==> config.mk <==
export PLATFORM = sky130hd
export DESIGN_NAME = gray_codec_pipe_flat
export DESIGN_NICKNAME = d
export VERILOG_FILES = /design/src/rtl/gray_codec_if.sv /design/src/rtl/gray_codec_pipe.sv /design/src/flat_wrapper.sv
export SDC_FILE = /design/constraint.sdc
export NUM_CORES = 1
export LEC_CHECK = 0
export ABC_AREA = 1
export BUFFER_PORTS_ARGS = -buffer_cell sky130_fd_sc_hd__buf_2
export CORE_MARGIN = 2
export CORE_UTILIZATION = 30
export CTS_CLUSTER_SIZE = 14
export DETAILED_ROUTE_END_ITERATION = 16
export PLACE_DENSITY = 0.6
export SLEW_MARGIN = 20
export SYNTH_ARGS = -nofsm -noshare
export SYNTH_HDL_FRONTEND = slang
export SYNTH_SLANG_ARGS = --single-unit
==> constraint.sdc <==
create_clock -name clk -period 3.15 [get_ports clk]
set_input_delay 0.315 -clock clk [delete_from_list [all_inputs] [get_ports clk]]
set_output_delay 0.315 -clock clk [all_outputs]
set_load 0.05 [all_outputs]
==> src/rtl/gray_codec_if.sv <==
// ============================================================================
//  Module      : gray_codec_if
//  Description : Input/output valid-ready bus for the pipelined Gray codec.
//  Revision    : 1.0 - initial release
// ============================================================================
`default_nettype none
`timescale 1ns/1ps

interface gray_codec_if #(
    parameter int WIDTH     = 8,
    parameter int CNT_WIDTH = 16
);
    logic                 in_valid;
    logic                 in_ready;
    logic                 in_mode;
    logic [WIDTH-1:0]     in_data;
    logic                 out_valid;
    logic                 out_ready;
    logic                 out_mode;
    logic [WIDTH-1:0]     out_data;
    logic [CNT_WIDTH-1:0] out_count;

    modport slave (
        input  in_valid, in_mode, in_data, out_ready,
        output in_ready, out_valid, out_mode, out_data, out_count
    );

    modport master (
        output in_valid, in_mode, in_data, out_ready,
        input  in_ready, out_valid, out_mode, out_data, out_count
    );
endinterface

`default_nettype wire

==> src/rtl/gray_codec_pipe.sv <==
// ============================================================================
//  Module      : gray_codec_pipe
//  Description : Pipelined binary<->Gray converter, per-word mode, valid/ready
//                with full backpressure and a wrapping output-transfer count.
//  Revision    : 1.0 - initial release
// ============================================================================
`default_nettype none
`timescale 1ns/1ps

module gray_codec_pipe #(
    parameter int WIDTH       = 8,
    parameter int PIPE_STAGES = 2,
    parameter int CNT_WIDTH   = 16
) (
    input  wire logic   clk,
    input  wire logic   rst_n,
    gray_codec_if.slave bus
);

    localparam int SLICE = (WIDTH + PIPE_STAGES - 1) / PIPE_STAGES;

    logic                 adv;
    logic [CNT_WIDTH-1:0] cnt_q;

    for (genvar k = 0; k < PIPE_STAGES; k++) begin : g_stage
        localparam int  HI    = WIDTH - 1 - k * SLICE;
        localparam int  LO    = WIDTH - (k + 1) * SLICE;
        localparam int  CI    = (HI + 1 < 0) ? 0 : HI + 1;
        localparam bit  FIRST = (k == 0);

        logic             src_valid;
        logic             src_mode;
        logic             src_xor;
        logic [WIDTH-1:0] src_data;
        logic [WIDTH-1:0] data_d;
        logic             run;
        logic             valid_q;
        logic             mode_q;
        logic [WIDTH-1:0] data_q;

        if (k == 0) begin : g_head
            // Bubbles load zeros so idle X on the inputs never propagates.
            assign src_valid = bus.in_valid;
            assign src_mode  = bus.in_valid & bus.in_mode;
            assign src_data  = bus.in_valid ? bus.in_data : '0;
            assign src_xor   = 1'b0;
        end else begin : g_body
            // The running XOR is the lowest bit already resolved upstream.
            assign src_valid = g_stage[k-1].valid_q;
            assign src_mode  = g_stage[k-1].mode_q;
            assign src_data  = g_stage[k-1].data_q;
            assign src_xor   = g_stage[k-1].data_q[CI];
        end

        always_comb begin
            run    = src_xor;
            data_d = src_data;
            if (src_mode) begin
                for (int i = WIDTH - 1; i >= 0; i--) begin
                    if (i <= HI && i >= LO) begin
                        run       = run ^ src_data[i];
                        data_d[i] = run;
                    end
                end
            end else if (FIRST) begin
                data_d = src_data ^ (src_data >> 1);
            end
        end

        always_ff @(posedge clk or negedge rst_n) begin
            if (!rst_n) begin
                valid_q <= 1'b0;
                mode_q  <= 1'b0;
                data_q  <= '0;
            end else if (adv) begin
                valid_q <= src_valid;
                mode_q  <= src_mode;
                data_q  <= data_d;
            end
        end
    end

    assign adv           = !g_stage[PIPE_STAGES-1].valid_q || bus.out_ready;
    assign bus.in_ready  = adv;
    assign bus.out_valid = g_stage[PIPE_STAGES-1].valid_q;
    assign bus.out_mode  = g_stage[PIPE_STAGES-1].mode_q;
    assign bus.out_data  = g_stage[PIPE_STAGES-1].data_q;
    assign bus.out_count = cnt_q;

    always_ff @(posedge clk or negedge rst_n) begin
        if (!rst_n) begin
            cnt_q <= '0;
        end else if (bus.out_valid && bus.out_ready) begin
            cnt_q <= cnt_q + CNT_WIDTH'(1);
        end
    end

endmodule

`default_nettype wire

==> src/flat_wrapper.sv <==
// flat-port wrapper written by rule: the top's interface ports become plain ports
module gray_codec_pipe_flat 
#(
    parameter int WIDTH       = 8,
    parameter int PIPE_STAGES = 2,
    parameter int CNT_WIDTH   = 16
)
  (clk, rst_n, bus_in_valid, bus_in_mode, bus_in_data, bus_out_ready, bus_in_ready, bus_out_valid, bus_out_mode, bus_out_data, bus_out_count);
  gray_codec_if #(.WIDTH(WIDTH), .CNT_WIDTH(CNT_WIDTH)) bus_i ();
  input  wire logic clk;
  input  wire logic rst_n;
  input wire logic [$bits(bus_i.in_valid)-1:0] bus_in_valid;
  input wire logic [$bits(bus_i.in_mode)-1:0] bus_in_mode;
  input wire logic [$bits(bus_i.in_data)-1:0] bus_in_data;
  input wire logic [$bits(bus_i.out_ready)-1:0] bus_out_ready;
  output wire logic [$bits(bus_i.in_ready)-1:0] bus_in_ready;
  output wire logic [$bits(bus_i.out_valid)-1:0] bus_out_valid;
  output wire logic [$bits(bus_i.out_mode)-1:0] bus_out_mode;
  output wire logic [$bits(bus_i.out_data)-1:0] bus_out_data;
  output wire logic [$bits(bus_i.out_count)-1:0] bus_out_count;
  assign bus_i.in_valid = bus_in_valid;
  assign bus_i.in_mode = bus_in_mode;
  assign bus_i.in_data = bus_in_data;
  assign bus_i.out_ready = bus_out_ready;
  assign bus_in_ready = bus_i.in_ready;
  assign bus_out_valid = bus_i.out_valid;
  assign bus_out_mode = bus_i.out_mode;
  assign bus_out_data = bus_i.out_data;
  assign bus_out_count = bus_i.out_count;
  gray_codec_pipe #(.WIDTH(WIDTH), .PIPE_STAGES(PIPE_STAGES), .CNT_WIDTH(CNT_WIDTH)) u_core (.clk(clk), .rst_n(rst_n), .bus(bus_i));
endmodule
### Word level (Yosys, flattened, before mapping)

Index checks and enable logic that the tools add are counted.

| storage, ports and cells | value |
|---|---|
| output and inout port bits | 27 |
| register bits | 36 |
| word-level logic and storage cells | 30 |
| input bits | 13 |

| cells by class | value |
|---|---|
| reduce and logical (&&, ||, !) cells | 3 |
| multiplexer cells | 10 |
| bitwise operators | 9 |
| add/subtract/negate cells | 1 |

Operators by type and width:

| cell | count |
|---|---|
| adder 16 x 1 -> 16 bit (second input constant) | 1 |
| 2-to-1 mux 4 bit | 3 |
| 2-to-1 mux 8 bit | 1 |
| XOR 8 x 7 -> 8 bit | 1 |
| XOR 1 bit | 7 |
| 2-to-1 mux 1 bit | 6 |
| AND 1 bit | 1 |
| logical AND 1 bit | 1 |
| logical NOT 1 bit | 1 |
| logical OR 1 bit | 1 |

### Longest topological paths before layout

| depth | value |
|---|---|
| word-level depth | 8 |
| mapped depth | 8 |
| gate-level depth less buffers | 8 |

### Worst setup path before layout

Ideal clock, no wire load.

| timing path | value |
|---|---|
| path kind | register to register |
| start | register u_core.g_stage[1].valid_q, in the netlist u_core.bus.out_valid |
| end | register u_core.g_stage[1].data_q[0], in the netlist u_core.bus.out_data[0] |
| cell stages (with the launch flop) | 7 |
| arrival | 1.670 ns |
| data required time | 3.028 ns |
| buffers on the path | 1 |
| setup slack | 1.358 ns |
| setup time | 0.122 ns |
| period minus slack after synthesis | 1.792 ns |
| cells stage by stage | dfrtp_1 > inv_1 > nor2_2 > inv_2 > clkbuf_1 > nand3_1 > nand2_1 |

| between the ends | value |
|---|---|
| cells in the longest elaborated chain, start to end | 2 |

Ends and longest elaborated chain:

| element | RTL line | RTL |
|---|---|---|
| from (decl) | gray_codec_pipe.sv:37 | `logic valid_q;` |
| from (signal assigned) | gray_codec_pipe.sv:76 | `valid_q <= src_valid;` |
| logical NOT 1 bit | gray_codec_pipe.sv:83 | `assign adv = !g_stage[PIPE_STAGES-1].valid_q \|\| bus.out_ready;` |
| logical OR 1 bit | gray_codec_pipe.sv:83 |  |
| net bus_in_ready | flat_wrapper.sv:16 | `output wire logic [$bits(bus_i.in_ready)-1:0] bus_in_ready;` |
| to (signal assigned) | gray_codec_pipe.sv:78 | `data_q <= data_d;` |
| to (decl) | gray_codec_pipe.sv:39 | `logic [WIDTH-1:0] data_q;` |

The timed path passes the listed nets, and every way through them passes these cells.
A chain may end at the register's enable or synchronous reset.

### Worst setup path after layout

| timing path | value |
|---|---|
| start | register u_core.g_stage[1].valid_q, in the netlist u_core.bus.out_valid |
| end | output port bus_in_ready |

| between the ends | value |
|---|---|
| cells in the longest elaborated chain, start to end | 2 |

Ends and longest elaborated chain:

| element | RTL line |
|---|---|
| logical NOT 1 bit | gray_codec_pipe.sv:83 |
| logical OR 1 bit | gray_codec_pipe.sv:83 |
| to (decl) | flat_wrapper.sv:16 |

No other way between the ends.

==> results.toml <==
[status]
status = "finished clean"

[worst_setup_path]
r2r_start = "u_core.bus.out_count[1]"
cp.arrival_ns = 1.57
reg2reg_to = "u_core.bus.out_count[14]"
cp.required_ns = 2.83
crit_path_end_kind = "output pin"
rrSetupSlack_ns = 1.63
worstSetupStartpointType = "flop"
worst-setup-path-type = "reg -> out"
reg2reg_depth = 7
cp_max_fo = 21

[finish]
instances_no_fill = 335
fill_cells = 597
fin_nets = 273
final_cell_mix = "63 x nand2_1, 39 x buf_2, 36 x dfrtp_1"
diodes = 0
final_common_cell = "nand2_1"
area_delta_synth_final_pct = 24.5
drive_gt1_frac = 0.208

[sta]
max_freq_ghz = 0.531
finalMaxSlewViolations = 0
post-route-min-period_ns = 1.88
setup_viol = 0
finalCritPeriodShare = 0.598
clock_skew_ns = 0.00857
rsz0062_at_grt = "no"
hold_viol_final = 0
slew-limit-headroom = 0.481
worst_pin_slew_ns = 0.779
final.setup.tns_ns = 0

[min_path]
hold_class = "in -> async"

[synth]
synth_cell_type_count = 27
synth_top_area_frac = 0.505
yosysTopAreaCell = "dfrtp_1"
synth-seq-cells = 36
syn-instance-count = 216
yosys_warnings = 0
synth_area_um2 = 1780
syn_area_per_cell_um2 = 8.26
ys_seq_area_frac = 0.505
synth_area_leaders = "dfrtp_1 50%, nand2_1 13%, nand3_1 6.5%, inv_1 4.8%, xor2_1 3.9%"
synth_nets = 230

[power_and_ir_drop]
p_leak_nw = 1.17
ir_drop_mv = 0.412
total_power_w = 0.00178
p_per_area_nw_per_um2 = 801

[floorplan]
die-width_um = 81.1
start_util = 0.305
fp.dieH_um = 81.1
dieArea_um2 = 6580
core_um2 = 5850
rows = 28
io-pin-count = 40

[clock_network]
cts-htree-levels = 2
insertion_delay_ns = 0.29
numCtsBuffers = 5
hold_buffers = 0
post_cts_buffers = 0
cts_resized = 0
cts_tree = "yes"
clockRootBuffer = "clkbuf_8"
clock_sinks = 36
clockBufferDepth = 2
clkTransAtPathRegs_ns = 0.08

[drt]
viasPerCell = 4.58
num_vias = 1534
drtIter0Drc = 30
drc = 0
dr.pass1.iters = 4
wire_per_inst_um = 10.7
wirelength_um = 3590
drtAntennaViolNets = 0

[global_routing]
gr-total-overflow = 0
grt_first_pass_wirelength_um = 6060
grt_max_degree = 37
grt_pass1_vias = 1365
gr-usage-all-layers = 0.119
antenna_found_initial = 0

[placement]
place.gp.congestion = 0.800
portBuffers = 39
dp_cells = 327
dp_hpwl_um = 2700

[job]
cap_viol_max_count = 0
[critical path, cell delays in order (launching register included)]
cell and delay [ns]:
dfrtp_1 0.40, inv_1 0.07, nor2_2 0.03, buf_4 0.18, inv_2 0.26, buf_2 0.33
[report_power, final]
| part | leakage, nW | switching (W) | internal (W) |
|---|---|---|---|
| Combinational | 0.636 | 0.000441 | 0.000140 |
| Sequential | 0.451 | 0.0000844 | 0.000552 |
| Clock | 0.0784 | 0.000165 | 0.000396 |
| Total | 1.17 | 0.000691 | 0.00109 |
[state kept, by name, indices dropped and copies added (netlist names)]
| signal | cells |
|---|---|
| u_core.bus.out_data | 8 |
| u_core.g_stage.valid_q | 1 |
| u_core.bus.out_mode | 1 |
| u_core.g_stage.mode_q | 1 |
| u_core.bus.out_valid | 1 |
| u_core.bus.out_count | 16 |
| u_core.g_stage.data_q | 8 |
[cells in the mapped netlist (all sizes together)]
master	instances
a21oi	6
a31oi	3
and3	1
buf	2
clkbuf	2
dfrtp	36
ha	1
inv	24
nand2	64
nand3	23
nand3b	2
nand4	6
nor2	14
nor3	3
nor3b	1
o211ai	2
o21a	1
o21ai	10
o32ai	1
or2	1
xnor2	5
xor2	8
[per-stage QoR]
step           cell area (um^2)  hold WS [ns]  setup slack, ns  utilization
2_1_floorplan              1780        0.0194             1.36            -
3_3_place_gp               2060         0.443             1.58        0.353
3_5_place_dp               2060         0.449             1.57        0.353
4_1_cts                    2220         0.140             1.24        0.380
5_1_grt                    2220         0.169             1.17        0.380
6_report                   2220         0.106             1.27        0.380
[kinds of logic (layout without fill, tap and decap cells)]
family / Yosys count / after routing / share of synthesized area
xor+xnor: 13 / 13 / 0.0638
simple gates: 115 / 115 / 0.291
buf+inv: 28 / 72 / 0.0603
compound gates: 23 / 23 / 0.0729
flops: 36 / 36 / 0.505
fa+ha+maj: 1 / 1 / 0.00701
[how the worst max path moves through the flow]
stage / startpoint / to / slack [ns] / cells past startpoint
after floorplan: u_core.bus.out_valid / u_core.bus.out_data[0] / 1.36 / 6
after global placement: u_core.bus.out_valid / bus_in_ready / 1.58 / 5
after detailed placement: u_core.bus.out_valid / bus_in_ready / 1.57 / 5
after CTS: u_core.bus.out_valid / bus_in_ready / 1.24 / 5
after global routing: u_core.bus.out_valid / bus_in_ready / 1.17 / 5
final: u_core.bus.out_valid / bus_in_ready / 1.27 / 5
[per-layer routing]
metal  share of wire  global-route usage  up-vias
met4           0.011              0.0407        0
met5               0                   0        -
li1                -                   -      788
met2            0.48               0.199       38
met1            0.46               0.144      704
met3           0.056              0.0367        4
[final cells by class]
type | instances | area (um^2) | area share
clock buffers | 5 | 68.8 | 0.0310
clock inverters | 3 | 90.1 | 0.0405
inverters | 24 | 90.1 | 0.0405
multi-input cells | 152 | 776 | 0.349
flip-flops and latches | 36 | 901 | 0.405
well taps | 75 | 93.8 | 0.0422
repair buffers | 40 | 203 | 0.0912
Power figures use the tool's default switching activity.
